**config.mk**
```make
export PLATFORM = sky130hd
export DESIGN_NAME = fpu_ss_result_wb
export DESIGN_NICKNAME = d
export VERILOG_FILES = /design/src/rtl/fpu_ss_pkg.sv /design/src/rtl/fpu_ss_result_fifo.sv /design/src/rtl/fpu_ss_result_wb.sv
export SDC_FILE = /design/constraint.sdc
export NUM_CORES = 1
export LEC_CHECK = 0
export ABC_AREA = 0
export BUFFER_PORTS_ARGS = -buffer_cell sky130_fd_sc_hd__buf_2
export CORE_ASPECT_RATIO = 1.2
export CORE_MARGIN = 8
export CORE_UTILIZATION = 60
export DETAILED_ROUTE_END_ITERATION = 16
export PLACE_DENSITY = 0.83
export SLEW_MARGIN = 20
export SYNTH_ARGS = -nofsm -noshare
export SYNTH_HDL_FRONTEND = slang
export SYNTH_SLANG_ARGS = --single-unit
```
**constraint.sdc**
```tcl
create_clock -name clk_i -period 10.3 [get_ports clk_i]
set_clock_uncertainty 0.2 [all_clocks]
set_input_delay 1.545 -clock clk_i [delete_from_list [all_inputs] [get_ports clk_i]]
set_output_delay 1.545 -clock clk_i [all_outputs]
set_load 0.03 [all_outputs]
```
**src/rtl/fpu_ss_pkg.sv**
```systemverilog
// Shared types and constants for the FPU subsystem integer write-back path.
// Latency: n/a (declarations only).
// Backpressure: n/a.
package fpu_ss_pkg;

  localparam int FPU_SS_RESULT_DEPTH = 4;
  localparam int FPU_SS_ID_WIDTH     = 4;

  // One integer-destination result as handed to the core.
  typedef struct packed {
    logic [FPU_SS_ID_WIDTH-1:0] id;
    logic [4:0]                 rd;
    logic [31:0]                data;
    logic                       we;
  } fpu_ss_result_t;

endpackage

```
**src/rtl/fpu_ss_result_fifo.sv**
```systemverilog
// Dual-write, single-read circular FIFO; port 0 is the older write when both fire.
// Latency: 1 cycle from write to visibility at head_o.
// Backpressure: none internally; the caller must never overfill (count_o is exported for that).
module fpu_ss_result_fifo
  import fpu_ss_pkg::*;
#(
  parameter int  DEPTH = FPU_SS_RESULT_DEPTH,
  parameter type T     = fpu_ss_result_t
) (
  input  logic                     clk_i,
  input  logic                     rst_ni,
  input  logic                     push0_i,
  input  T                         push0_dat_i,
  input  logic                     push1_i,
  input  T                         push1_dat_i,
  input  logic                     pop_i,
  output T                         head_o,
  output logic [$clog2(DEPTH):0]   count_o
);

  localparam int AW = $clog2(DEPTH);
  localparam int CW = AW + 1;

  T                mem [DEPTH];
  logic [AW-1:0]   wptr;
  logic [AW-1:0]   rptr;
  logic [AW-1:0]   wr1_idx;
  logic [CW-1:0]   count;

  // Second write lands just after the first when both fire, otherwise at wptr.
  assign wr1_idx = wptr + AW'(push0_i);
  assign head_o  = mem[rptr];
  assign count_o = count;

  // Storage array; contents are don't-care while not counted, so no reset.
  always_ff @(posedge clk_i) begin
    if (push0_i) mem[wptr]    <= push0_dat_i;
    if (push1_i) mem[wr1_idx] <= push1_dat_i;
  end

  // Pointers wrap naturally modulo DEPTH (power of two); count tracks occupancy.
  always_ff @(posedge clk_i or negedge rst_ni) begin
    if (!rst_ni) begin
      wptr  <= '0;
      rptr  <= '0;
      count <= '0;
    end else begin
      wptr  <= wptr + AW'(push0_i) + AW'(push1_i);
      rptr  <= rptr + AW'(pop_i);
      count <= count + CW'(push0_i) + CW'(push1_i) - CW'(pop_i);
    end
  end

endmodule

```
**src/rtl/fpu_ss_result_wb.sv**
```systemverilog
// Collects CSR reads and integer FPU results in order and presents them to the core result port.
// Latency: 1 cycle push-to-valid; 0 cycles from an empty queue when FPU_SS_RESULT_BYPASS_EN is defined.
// Backpressure: ready derives from registered occupancy only; CSR takes a slot before FPU in the same cycle.
module fpu_ss_result_wb
  import fpu_ss_pkg::*;
#(
  parameter int DEPTH    = FPU_SS_RESULT_DEPTH,
  parameter int ID_WIDTH = FPU_SS_ID_WIDTH
) (
  input  logic                clk_i,
  input  logic                rst_ni,
  input  logic                csr_wb_i,
  input  logic [ID_WIDTH-1:0] csr_id_i,
  input  logic [4:0]          csr_rd_i,
  input  logic [31:0]         csr_rdata_i,
  output logic                csr_ready_o,
  input  logic                fpu_wb_i,
  input  logic [ID_WIDTH-1:0] fpu_id_i,
  input  logic [4:0]          fpu_rd_i,
  input  logic [31:0]         fpu_rdata_i,
  output logic                fpu_ready_o,
  output logic                result_valid_o,
  input  logic                result_ready_i,
  output logic [ID_WIDTH-1:0] result_id_o,
  output logic [4:0]          result_rd_o,
  output logic [31:0]         result_data_o,
  output logic                result_we_o
);

  localparam int CW = $clog2(DEPTH) + 1;

  typedef struct packed {
    logic [ID_WIDTH-1:0] id;
    logic [4:0]          rd;
    logic [31:0]         data;
    logic                we;
  } entry_t;

  entry_t          csr_e;
  entry_t          fpu_e;
  entry_t          head;
  entry_t          out_e;
  logic [CW-1:0]   count;
  logic [CW-1:0]   free;
  logic            csr_acc;
  logic            fpu_acc;
  logic            push0;
  logic            push1;
  logic            pop;
  logic            empty;

  assign csr_e = '{id: csr_id_i, rd: csr_rd_i, data: csr_rdata_i, we: (csr_rd_i != 5'd0)};
  assign fpu_e = '{id: fpu_id_i, rd: fpu_rd_i, data: fpu_rdata_i, we: (fpu_rd_i != 5'd0)};

  assign empty = (count == '0);
  assign free  = CW'(DEPTH) - count;

  // A same-cycle CSR result claims a slot first, so FPU then needs two free.
  assign csr_ready_o = (free >= CW'(1));
  assign fpu_ready_o = csr_wb_i ? (free >= CW'(2)) : (free >= CW'(1));
  assign csr_acc     = csr_wb_i & csr_ready_o;
  assign fpu_acc     = fpu_wb_i & fpu_ready_o;
  assign pop         = ~empty & result_ready_i;

  // Route accepted results into the queue (or straight out) and select the head to present.
  always_comb begin
    push0          = csr_acc;
    push1          = fpu_acc;
    result_valid_o = ~empty;
    out_e          = empty ? '0 : head;
`ifdef FPU_SS_RESULT_BYPASS_EN
    if (empty) begin
      result_valid_o = csr_wb_i | fpu_wb_i;
      if (csr_wb_i)      out_e = csr_e;
      else if (fpu_wb_i) out_e = fpu_e;
      // Oldest incoming entry leaves immediately; only the younger one is stored.
      if (result_ready_i) begin
        if (csr_wb_i) push0 = 1'b0;
        else          push1 = 1'b0;
      end
    end
`endif
  end

  assign result_id_o   = out_e.id;
  assign result_rd_o   = out_e.rd;
  assign result_data_o = out_e.data;
  assign result_we_o   = out_e.we;

  fpu_ss_result_fifo #(
    .DEPTH (DEPTH),
    .T     (entry_t)
  ) u_fifo (
    .clk_i       (clk_i),
    .rst_ni      (rst_ni),
    .push0_i     (push0),
    .push0_dat_i (csr_e),
    .push1_i     (push1),
    .push1_dat_i (fpu_e),
    .pop_i       (pop),
    .head_o      (head),
    .count_o     (count)
  );

endmodule
```
==> PnR_summary.wiki <==
{| class="wikitable"
! Metric !! Value
|-
| Run status || finished, final reports clean
|-
| Fmax || 217.4 MHz
|-
| Largest net degree at the start of global routing || 44
|-
| Nets || 727
|-
| Total grt overflow || 0
|-
| WL final || 19380 um
|-
| Share of async-settable or async-resettable flops after synthesis || 0.04000
|-
| Setup violators final || 0
|-
| Area enclosed by the die boundary || 0.01980 mm^2
|-
| Number of distinct library cell variants in the gate-level netlist after synthesis || 34
|-
| Reg2Reg Depth || 10
|-
| Number of design rule violations left after detail routing || 0
|-
| Net count after synthesis || 607
|-
| Main combinational cell family by area after synthesis || multiplexers
|-
| Kind of end point of the critical path || flip-flop
|-
| Register clock-pin slew on the reported worst setup and hold paths || 0.06 ns
|-
| Mux cell area share after synthesis || 0.3344
|-
| Post-synth EDFFs || 168
|-
| Share of Yosys cell area claimed by the top area cell type || 0.5411
|-
| Total power divided by cell area || 366.1 mW/mm^2
|-
| Hold Path Depth || 2
|-
| Average footprint of a synthesized cell || 18.28 um^2
|-
| Worst endpoint required time || 10.15 ns
|-
| DRT Pass-1 Iters || 4
|-
| Cells resized by post-CTS repair || 0
|-
| Root Buffer || sky130_fd_sc_hd__clkbuf_16
|-
| Transition time at the pin with the least slew margin || 0.9082 ns
|-
| Worst Hold Margin || 0.3428 ns
|-
| Overall routing resource usage || 0.2022
|-
| Share of synthesized cell area in and, or, nand and nor gates || 0.04012
|-
| Commonest register cell after synthesis || sky130_fd_sc_hd__edfxtp_1
|-
| Cell leakage power || 0.003923 uW
|-
| Area of the placeable core || 0.01539 mm^2
|-
| Site row count || 50
|-
| Warning count from the yosys run || 0
|-
| CTS buffer count || 17
|-
| Flip-flop and latch count after synthesis || 175
|-
| Initial cell density of the core || 0.6059
|-
| # port buffers || 131
|-
| Worst IR Drop VDD || 0.4633 mV
|-
| Data arrival time of the critical path || 4.45 ns
|-
| Number of clock sinks || 175
|-
| Post-Synthesis Cell Area || 0.009324 mm^2
|-
| Top cells by area in the synthesized netlist || sky130_fd_sc_hd__edfxtp_1, sky130_fd_sc_hd__mux2_4, sky130_fd_sc_hd__mux2_2
|-
| Clock tree from TritonCTS || built
|-
| Library cell occupying the most area in the post-synthesis netlist || sky130_fd_sc_hd__edfxtp_1
|-
| Clock Path Buffers || 2
|-
| Number of max-cap violations || 0
|-
| Leading cell types by count after synthesis || sky130_fd_sc_hd__edfxtp_1, sky130_fd_sc_hd__mux2_2, sky130_fd_sc_hd__mux2_4, sky130_fd_sc_hd__and2_1, sky130_fd_sc_hd__mux4_2
|-
| DR vias/cell || 5.830
|-
| Final ANT Viol Nets || 0
|-
| Half-perimeter wire length after placement || 12160 um
|-
| Vias post-DR || 4961
|-
| Diodes inserted || 0
|-
| Portion of the clock cycle consumed by the worst path in the final layout || 0.4466
|-
| Element type at the critical path start || flip-flop
|-
| Worst hold path type || reg2reg
|-
| Critical path class || reg2reg
|-
| # H-tree levels || 4
|-
| Die height || 152.6 um
|-
| Sequential cell area fraction in the yosys report || 0.5598
|-
| Via count of the first global-routing pass || 5532
|-
| Area Growth Syn to Fin || 12.91%
|-
| Average wire per cell in the routed design || 22.77 um
|-
| Number of hold violations in the final report || 0
|-
| Gate count after technology mapping || 510
|-
| Max-slew violation total from the final report || 0
|-
| Global-route wire length before repair || 30170 um
|-
| Arithmetic-cell share of the synthesized area counting full adders, half adders and majority gates || 0.01503
|-
| Complex-gate fraction of the synthesized area || 0.005502
|-
| Most frequent cell after synthesis || sky130_fd_sc_hd__edfxtp_1
|-
| Clock latency on the worst-skew pair || 0.42 ns
|-
| Ratio of cells with drive above 1 in the final layout || 0.5988
|-
| Number of post-CTS setup repair buffers || 0
|-
| Final setup TNS || 0 ns
|-
| Highest net fanout along the worst path || 43
|-
| Synth Area in XOR/XNOR || 0.005636
|-
| Initial antenna violation count || 2
|-
| Unrepaired setup endpoints after global routing || false
|-
| R2r setup slk || 5.70 ns
|-
| DRC violation total after the first TritonRoute iteration || 298
|-
| Total of fill cells in the finished design || 1018
|-
| Hold Buf Count CTS || 0
|-
| Worst-case headroom to the max-slew limit || 0.3945
|-
| Number of top-level design ports || 132
|-
| Die width || 129.8 um
|-
| Weighted congestion at the end of routability-driven global placement || 0.7964
|-
| Minimum clock period || 4.600 ns
|}
per-stage QoR:
stage               std cells  power (uW)    util  cell area [um^2]  setup WS [ns]
global route              851        4037  0.6841             10530          5.502
finish                    851        3854  0.6841             10530          5.700
CTS                       851        3892  0.6837             10520          5.680
floorplan                 510        2885       -              9324          4.533
detailed placement        819        3323  0.6498             10000          5.599
global placement          819        3256  0.6498             10000          5.698
cells by family (layout without fill, tap and decap cells):
group / count (synthesis) / in the layout
and+or+nand+nor: 59 / 59
buffers and inverters: 44 / 177
muxes: 210 / 210
adders and majority gates: 10 / 10
DFF: 175 / 175
AOI/OAI and AO/OA: 6 / 6
xor gates and xnor gates: 6 / 6
cell type report:
cell class / instances / area, um^2 / share of cell area
Multi-Input combinational cell: 291 / 3789 / 0.3599
Clock buffer: 17 / 425.4 / 0.04041
Clock inverter: 15 / 95.09 / 0.009033
Timing Repair Buffer: 137 / 700.7 / 0.06656
Inverter: 8 / 30.03 / 0.002852
Sequential cell: 175 / 5228 / 0.4966
Tap cell: 208 / 260.3 / 0.02472
flip-flops by register name, summed over array words and instances (netlist names):
name	count
u_fifo.rptr	2
u_fifo.count_o	3
u_fifo.wptr	2
u_fifo.mem	168
worst max-delay path, cell delays in order (launching register included):
cell	delay, ns
sky130_fd_sc_hd__dfrtp_1	0.45
sky130_fd_sc_hd__inv_1	0.11
sky130_fd_sc_hd__ha_1	0.21
sky130_fd_sc_hd__ha_1	0.31
sky130_fd_sc_hd__or4b_4	0.48
sky130_fd_sc_hd__and2_2	0.26
sky130_fd_sc_hd__ha_1	0.23
sky130_fd_sc_hd__xnor2_1	0.31
sky130_fd_sc_hd__and3_4	0.84
sky130_fd_sc_hd__o21bai_4	0.26
sky130_fd_sc_hd__buf_4	0.53
placed cells by master, fill, tap and decap left out, types with 2 or more instances in the layout:
cell and instances:
sky130_fd_sc_hd__buf_2 131, sky130_fd_sc_hd__nor2_1 2, sky130_fd_sc_hd__and3_4 2, sky130_fd_sc_hd__mux4_2 42
sky130_fd_sc_hd__mux2_2 88, sky130_fd_sc_hd__mux2_4 76, sky130_fd_sc_hd__and2_1 42, sky130_fd_sc_hd__xnor2_1 4
sky130_fd_sc_hd__or4_1 2, sky130_fd_sc_hd__nor2b_1 3, sky130_fd_sc_hd__edfxtp_1 168, sky130_fd_sc_hd__inv_1 7
sky130_fd_sc_hd__fa_1 2, sky130_fd_sc_hd__clkinv_1 4, sky130_fd_sc_hd__xor2_1 2, sky130_fd_sc_hd__mux2i_1 4
sky130_fd_sc_hd__nand2_1 2, sky130_fd_sc_hd__dfrtp_1 5, sky130_fd_sc_hd__dfrtp_4 2, sky130_fd_sc_hd__inv_6 4
sky130_fd_sc_hd__clkinv_2 3, sky130_fd_sc_hd__buf_4 6, sky130_fd_sc_hd__clkinvlp_4 4, sky130_fd_sc_hd__clkbuf_16 17
sky130_fd_sc_hd__ha_1 8
power breakdown:
part / internal, uW / switching, uW
registers: 1250 / 184
clock network: 306 / 263
logic: 820 / 1040
total: 2370 / 1480
final timing paths:
check,from,endpoint
max,u_fifo.count_o[0],u_fifo.mem[1][21]
min,u_fifo.count_o[2],u_fifo.count_o[2]
max reg2reg,u_fifo.count_o[0],u_fifo.mem[1][21]
min reg2reg,u_fifo.count_o[2],u_fifo.count_o[2]
max in group asynchronous,rst_ni,u_fifo.rptr[0]
min in group asynchronous,rst_ni,u_fifo.count_o[0]
routing by layer:
metal  routed length [um]  global-route usage
met5                   31                   0
met1                 7457              0.2320
met2                10650              0.3602
met3                  971             0.04972
met4                  267             0.06153
(Power assumes the default switching activity.)
